==> src/rtl/branch_predictor.sv <==
// Fetch-stage BTB with 2-bit saturating direction counters, trained from decode resolution.
// Define BP_STATS_EN to add branch and mispredict event counters.
module branch_predictor #(
  parameter int ENTRIES  = 16,
  parameter int IDX_BITS = $clog2(ENTRIES)
) (
  input  logic        clk,
  input  logic        rst_n,
  input  logic [31:0] pcF,
  input  logic        stallF,
  input  logic        stallD,
  input  logic        flushD,
  input  logic [31:0] pcD,
  input  logic        branchD,
  input  logic        br_takenD,
  input  logic [31:0] targetD,
  output logic        predict_takenF,
  output logic [31:0] predict_targetF,
  output logic        mispredictD,
  output logic [31:0] redirect_pcD
`ifdef BP_STATS_EN
  ,
  output logic [31:0] stat_branchesD,
  output logic [31:0] stat_mispredD
`endif
);

  localparam int TAG_BITS = 32 - IDX_BITS - 2;

  logic                tbl_valid  [ENTRIES];
  logic [TAG_BITS-1:0] tbl_tag    [ENTRIES];
  logic [31:0]         tbl_target [ENTRIES];
  logic [1:0]          tbl_ctr    [ENTRIES];

  logic [IDX_BITS-1:0] idx_f;
  logic [IDX_BITS-1:0] idx_d;
  logic [TAG_BITS-1:0] tag_f;
  logic [TAG_BITS-1:0] tag_d;
  logic                hit_f;
  logic                hit_d;
  logic                predD;
  logic [31:0]         ptgtD;
  logic                actual_d;
  logic                train;
  logic [1:0]          ctr_next;
  logic                unused_stall_pc;

  // Word-aligned PCs: the low two bits and the fetch stall play no part in prediction.
  assign unused_stall_pc = &{1'b0, stallF, pcF[1:0]};

  assign idx_f = pcF[IDX_BITS+1:2];
  assign tag_f = pcF[31:IDX_BITS+2];
  assign idx_d = pcD[IDX_BITS+1:2];
  assign tag_d = pcD[31:IDX_BITS+2];

  assign hit_f = tbl_valid[idx_f] && (tbl_tag[idx_f] == tag_f);
  assign hit_d = tbl_valid[idx_d] && (tbl_tag[idx_d] == tag_d);

  assign predict_takenF  = hit_f & tbl_ctr[idx_f][1];
  assign predict_targetF = hit_f ? tbl_target[idx_f] : 32'd0;

  // Prediction carried alongside the instruction into decode; flush beats stall.
  always_ff @(posedge clk or negedge rst_n) begin
    if (!rst_n) begin
      predD <= 1'b0;
      ptgtD <= 32'd0;
    end else if (flushD) begin
      predD <= 1'b0;
      ptgtD <= 32'd0;
    end else if (!stallD) begin
      predD <= predict_takenF;
      ptgtD <= predict_targetF;
    end
  end

  assign actual_d     = branchD & br_takenD;
  assign train        = branchD & ~stallD;
  assign mispredictD  = ~stallD & ((predD != actual_d) |
                                   (predD & actual_d & (ptgtD != targetD)));
  assign redirect_pcD = actual_d ? targetD : (pcD + 32'd4);

  always_comb begin
    ctr_next = tbl_ctr[idx_d];
    if (br_takenD && (ctr_next != 2'b11)) begin
      ctr_next = ctr_next + 2'd1;
    end else if (!br_takenD && (ctr_next != 2'b00)) begin
      ctr_next = ctr_next - 2'd1;
    end
  end

  // Table write uses the pre-update entry looked up at pcD; fetch sees the change next cycle.
  always_ff @(posedge clk or negedge rst_n) begin
    if (!rst_n) begin
      for (int i = 0; i < ENTRIES; i++) begin
        tbl_valid[i]  <= 1'b0;
        tbl_tag[i]    <= '0;
        tbl_target[i] <= 32'd0;
        tbl_ctr[i]    <= 2'b01;
      end
    end else if (train) begin
      if (hit_d) begin
        tbl_ctr[idx_d] <= ctr_next;
        if (br_takenD) begin
          tbl_target[idx_d] <= targetD;
        end
      end else if (br_takenD) begin
        tbl_valid[idx_d]  <= 1'b1;
        tbl_tag[idx_d]    <= tag_d;
        tbl_target[idx_d] <= targetD;
        tbl_ctr[idx_d]    <= 2'b10;
      end
    end
  end

`ifdef BP_STATS_EN
  always_ff @(posedge clk or negedge rst_n) begin
    if (!rst_n) begin
      stat_branchesD <= 32'd0;
      stat_mispredD  <= 32'd0;
    end else begin
      if (train) begin
        stat_branchesD <= stat_branchesD + 32'd1;
      end
      if (mispredictD) begin
        stat_mispredD <= stat_mispredD + 32'd1;
      end
    end
  end
`endif

endmodule

==> config.mk <==
export PLATFORM = sky130hd
export DESIGN_NAME = branch_predictor
export DESIGN_NICKNAME = d
export VERILOG_FILES = /design/src/rtl/branch_predictor.sv
export SDC_FILE = /design/constraint.sdc
export NUM_CORES = 2
export LEC_CHECK = 0
export BUFFER_PORTS_ARGS = -buffer_cell sky130_fd_sc_hd__clkbuf_2
export CAP_MARGIN = 20
export CORE_AREA = 2 2 327 329
export DETAILED_ROUTE_END_ITERATION = 12
export DIE_AREA = 0 0 329 331
export PLACE_DENSITY = 0.74
export REMOVE_ABC_BUFFERS = 1
export SYNTH_ARGS = -nofsm -noshare
export SYNTH_HDL_FRONTEND = slang
export SYNTH_SLANG_ARGS = --single-unit
==> constraint.sdc <==
create_clock -name clk -period 5.8 [get_ports clk]
set_input_delay 0.29 -clock clk [delete_from_list [all_inputs] [get_ports clk]]
set_output_delay 0.29 -clock clk [all_outputs]
set_load 0.02 [all_outputs]
==> metrics.md <==
| Metric | Value |
|---|---|
| Net Sw Frac | 0.2622 |
| Num CTS Buffers | 103 |
| TNS Setup | 0 ns |
| Placer congestion estimate | 0.8863 |
| CTS tree | done |
| Die W | 329 µm |
| Root buffer cell | clkbuf_16 |
| Slew @ Worst Pin | 1.215 ns |
| Largest stage delay on the critical path | 0.57 ns |
| Share of synthesized registers carrying an async set or reset | 1.000 |
| Status | finished clean |
| Post-Route Skew | 0.03250 ns |
| Worst reg2reg startpoint | tbl_tag[4] |
| DP HPWL | 90630 µm |
| P per Cell Area | 316.7 nW/µm² |
| DRC Markers | 0 |
| HP Class | primary input to register |
| Relative max-transition margin | 0.1879 |
| IO Pins | 169 |
| Top cell type's share of synthesized area | 0.4752 |
| Post-synthesis mux area share | 0.3998 |
| Clk_lat worst skew | 0.71 ns |
| First-pass GRT wire length | 220000 µm |
| Combinational group share of total power | 0.167 |
| Vias in the first global route | 33359 |
| Main area contributors after synthesis | dfrtp_1 (48%), mux2_2 (16%), mux4_2 (16%), mux2_4 (5.5%), mux2i_1 (2.2%) |
| Largest family of logic cells by synthesized area | multiplexers |
| Slowest CP cell | nand2_2 |
| CP bufs+invs | 1 |
| CP arrival | 4.59 ns |
| Worst hold path startpoint | targetD[31] |
| Total GRT Usage | 0.2713 |
| WS Path Type | register to output port |
| Starting DRT DRC Count | 3412 |
| # nets final | 3665 |
| Syn Area/Cell | 14.80 µm² |
| Worst setup SP type | register |
| WHS Path Cells | 2 |
| CTS H-tree depth | 3 |
| Largest delay contributor family on the critical path | simple AND/OR/NAND/NOR gates |
| Simple-Gate Fraction of Synth Area | 0.03354 |
| Max VDD drop | 0.0002439 V |
| Total of max-cap violations | 0 |
| Post-route insts no fill | 5038 |
| CTS Sinks | 1009 |
| Register area share after synthesis | 0.4832 |
| CP Capture Type | output port |
| Distinct cells, synth | 61 |
| Tcrit/Tclk final | 0.8422 |
| Vias per inst | 6.457 |
| Worst EP required | 5.51 ns |
| Floorplan row count | 119 |
| Reg2reg path depth | 10 |
| P_int | 13.51 mW |
| Post-synth EDFFs | 0 |
| Syn Inst Count | 3534 |
| Psw | 4.803 mW |
| Die area | 108900 µm² |
| Routed len/inst | 29.06 µm |
| Leak | 25.80 nW |
| Seq pwr share | 0.468 |
| Xor/xnor share of the synthesized area | 0.01876 |
| Worst reg2reg endpoint | tbl_tag[185] |
| DP Cell Count | 4838 |
| Port Buffers | 165 |
| Prevailing post-synth register cell | dfrtp_1 |
| Hold Path Sink | tbl_target[223] |
| Post-layout util | 0.5511 |
| Max Freq | 0.2047 GHz |
| Final setup violation count | 0 |
| CTS max path bufs | 3 |
| Largest area contributor in the netlist | dfrtp_1 |
| Initial antenna violation count | 11 |
| Min Tclk post-route | 4.885 ns |
| Largest net degree at the start of global routing | 193 |
| Yosys warning total | 0 |
| Post-synthesis register bit count | 1009 |
| Layout cell share with drive strength beyond 1 | 0.4867 |
| Post-Synth Adder-Cell Area | 0.001675 |
| CP Max Fanout | 22 |
| CP Cell Sequence | mux4_2 > nor2b_1 > a211oi_1 > a21oi_1 > xnor2_1 > nand4_1 > nor4_1 > nand2_2 > nor2_1 > clkbuf_2 |
| Die height | 331 µm |
| Compound-Gate Fraction of Synth Area | 0.02960 |
| TritonRoute pass-1 iters | 6 |
| Post-CTS Setup Repair Bufs | 0 |
| RSZ-0062 raised after global routing | no |
| DRT Wirelength | 146400 µm |
| Clk pwr share | 0.365 |
| Netlist Area Pre-Place | 52300 µm² |
| Routed vias | 32528 |
| Max-slew violations | 0 |
| # fillers | 8319 |
| Worst R2R Setup Slack | 1.46 ns |
| Core area | 105000 µm² |
| Total congestion overflow | 0 |
| Final hold viol count | 0 |
| Post-route ant nets | 0 |
| Starting Density | 0.4982 |
| Area Overhead vs Synth | 10.62% |
| Clock transition at the registers of the reported paths | 0.06 ns |
## repair_timing
item / CTS / global route
gates resized for setup: 0 / 0
endpoints found under the hold margin: 96 / 1
hold buffers: 1 / 1
## cell usage in the layout, fill, tap and decap left out, types with 15 or more instances in the layout
cell	instances
clkinv_2	18
o21ai_0	37
o31ai_1	35
xor2_1	16
nor2_1	80
clkbuf_16	105
mux4_2	363
dfstp_2	16
clkbuf_2	157
a21oi_1	68
xnor2_1	96
inv_1	37
buf_4	80
mux2_4	190
a22oi_1	15
clkbuf_8	31
dfrtp_1	993
o22ai_1	22
nand4_1	25
mux2_2	730
nor2_4	16
nand2_1	112
mux2_1	45
mux2i_1	115
clkbuf_1	29
buf_12	17
## worst reg2reg max path, delay by kind of cell (launching register included)
family	cells	cell delay, ns
DFF	1	0.39
AOI/OAI and AO/OA	2	0.86
buffers and inverters	2	0.68
and+or+nand+nor	4	1.36
muxes	2	0.94
## flip-flops by register name, summed over array words and instances (netlist names)
| name | count |
|---|---|
| tbl_target | 512 |
| ptgtD | 32 |
| predD | 1 |
| tbl_valid | 16 |
| tbl_ctr | 32 |
| tbl_tag | 416 |
## power by group through the flow
| stage | clock (mW) | sequential (mW) | combinational, mW |
|---|---|---|---|
| 6_report | 6.68 | 8.58 | 3.06 |
| 5_1_grt | 7.07 | 8.67 | 3.26 |
| 4_1_cts | 6.76 | 8.55 | 3.05 |
| 3_5_place_dp | 0 | 8.67 | 3.04 |
| 3_3_place_gp | 0 | 8.61 | 2.96 |
| 2_1_floorplan | 0 | 8.45 | 2.07 |
## synth_stat cells (all sizes together), types with 16 or more instances
library cell / n
xor2: 16
xnor2: 96
mux4: 363
mux2i: 115
mux2: 965
o22ai: 22
o31ai: 35
dfrtp: 993
nand3: 18
dfstp: 16
o21ai: 37
nand4: 25
nand2: 114
buf: 126
nor3: 18
clkbuf: 220
a21oi: 68
or2: 17
inv: 38
nor2: 97
## cell families (layout without fill, tap and decap cells)
logic type                 count (synthesis)  count (layout)
other                                      0               4
AOI/OAI and AO/OA                        236             236
buffers and inverters                    384             493
and+or+nand+nor                          343             343
adders and majority gates                  7               7
DFF                                     1009            1009
muxes                                   1443            1443
xor gates and xnor gates                 112             112
## cell type report
class | instances | area (µm²) | area share
antenna | 4 | 10.01 | 0.0001730
inverter | 38 | 142.6 | 0.002466
tap | 1391 | 1740 | 0.03009
clock buffer | 164 | 3149 | 0.05444
timing repair buffer | 262 | 1828 | 0.03160
sequential | 1009 | 25270 | 0.4368
multi-input combinational | 2141 | 25440 | 0.4398
clock inverter | 29 | 266.5 | 0.004607
## metal layers
layer  GRT usage  wire length (µm)  share of wire
met1      0.3813             60990           0.42
met2      0.4156             67970           0.46
met3     0.06767             12700          0.087
met4     0.08984              4658          0.032
met5           0               114        0.00078
## worst max path at each step
| stage | startpoint | end | slack, ns | cells after the start |
|---|---|---|---|---|
| finish | tbl_tag[328] | predict_targetF[29] | 0.92 | 10 |
| global route | pcF[2] | predict_targetF[29] | 0.62 | 10 |
| CTS | tbl_tag[328] | predict_targetF[29] | 0.95 | 10 |
| detailed placement | pcD[5] | tbl_tag[182] | 0.93 | 13 |
| global placement | pcD[5] | tbl_tag[182] | 0.93 | 13 |
| floorplan | branchD | tbl_target[0] | 0.96 | 4 |
## metrics by stage
| step | setup WS, ns | instance area (µm²) | power (mW) | hold WS, ns |
|---|---|---|---|---|
| finish | 0.9152 | 57850 | 18.32 | 0.1206 |
| CTS | 0.9498 | 57810 | 18.37 | 0.08408 |
| detailed placement | 0.9258 | 54380 | 11.70 | 0.4309 |
| global placement | 0.9268 | 54380 | 11.58 | 0.4292 |
| global route | 0.6171 | 57840 | 19.00 | 0.1261 |
| floorplan | 0.9616 | 50690 | 10.52 | -0.005591 |
(Power assumes the default switching activity.)
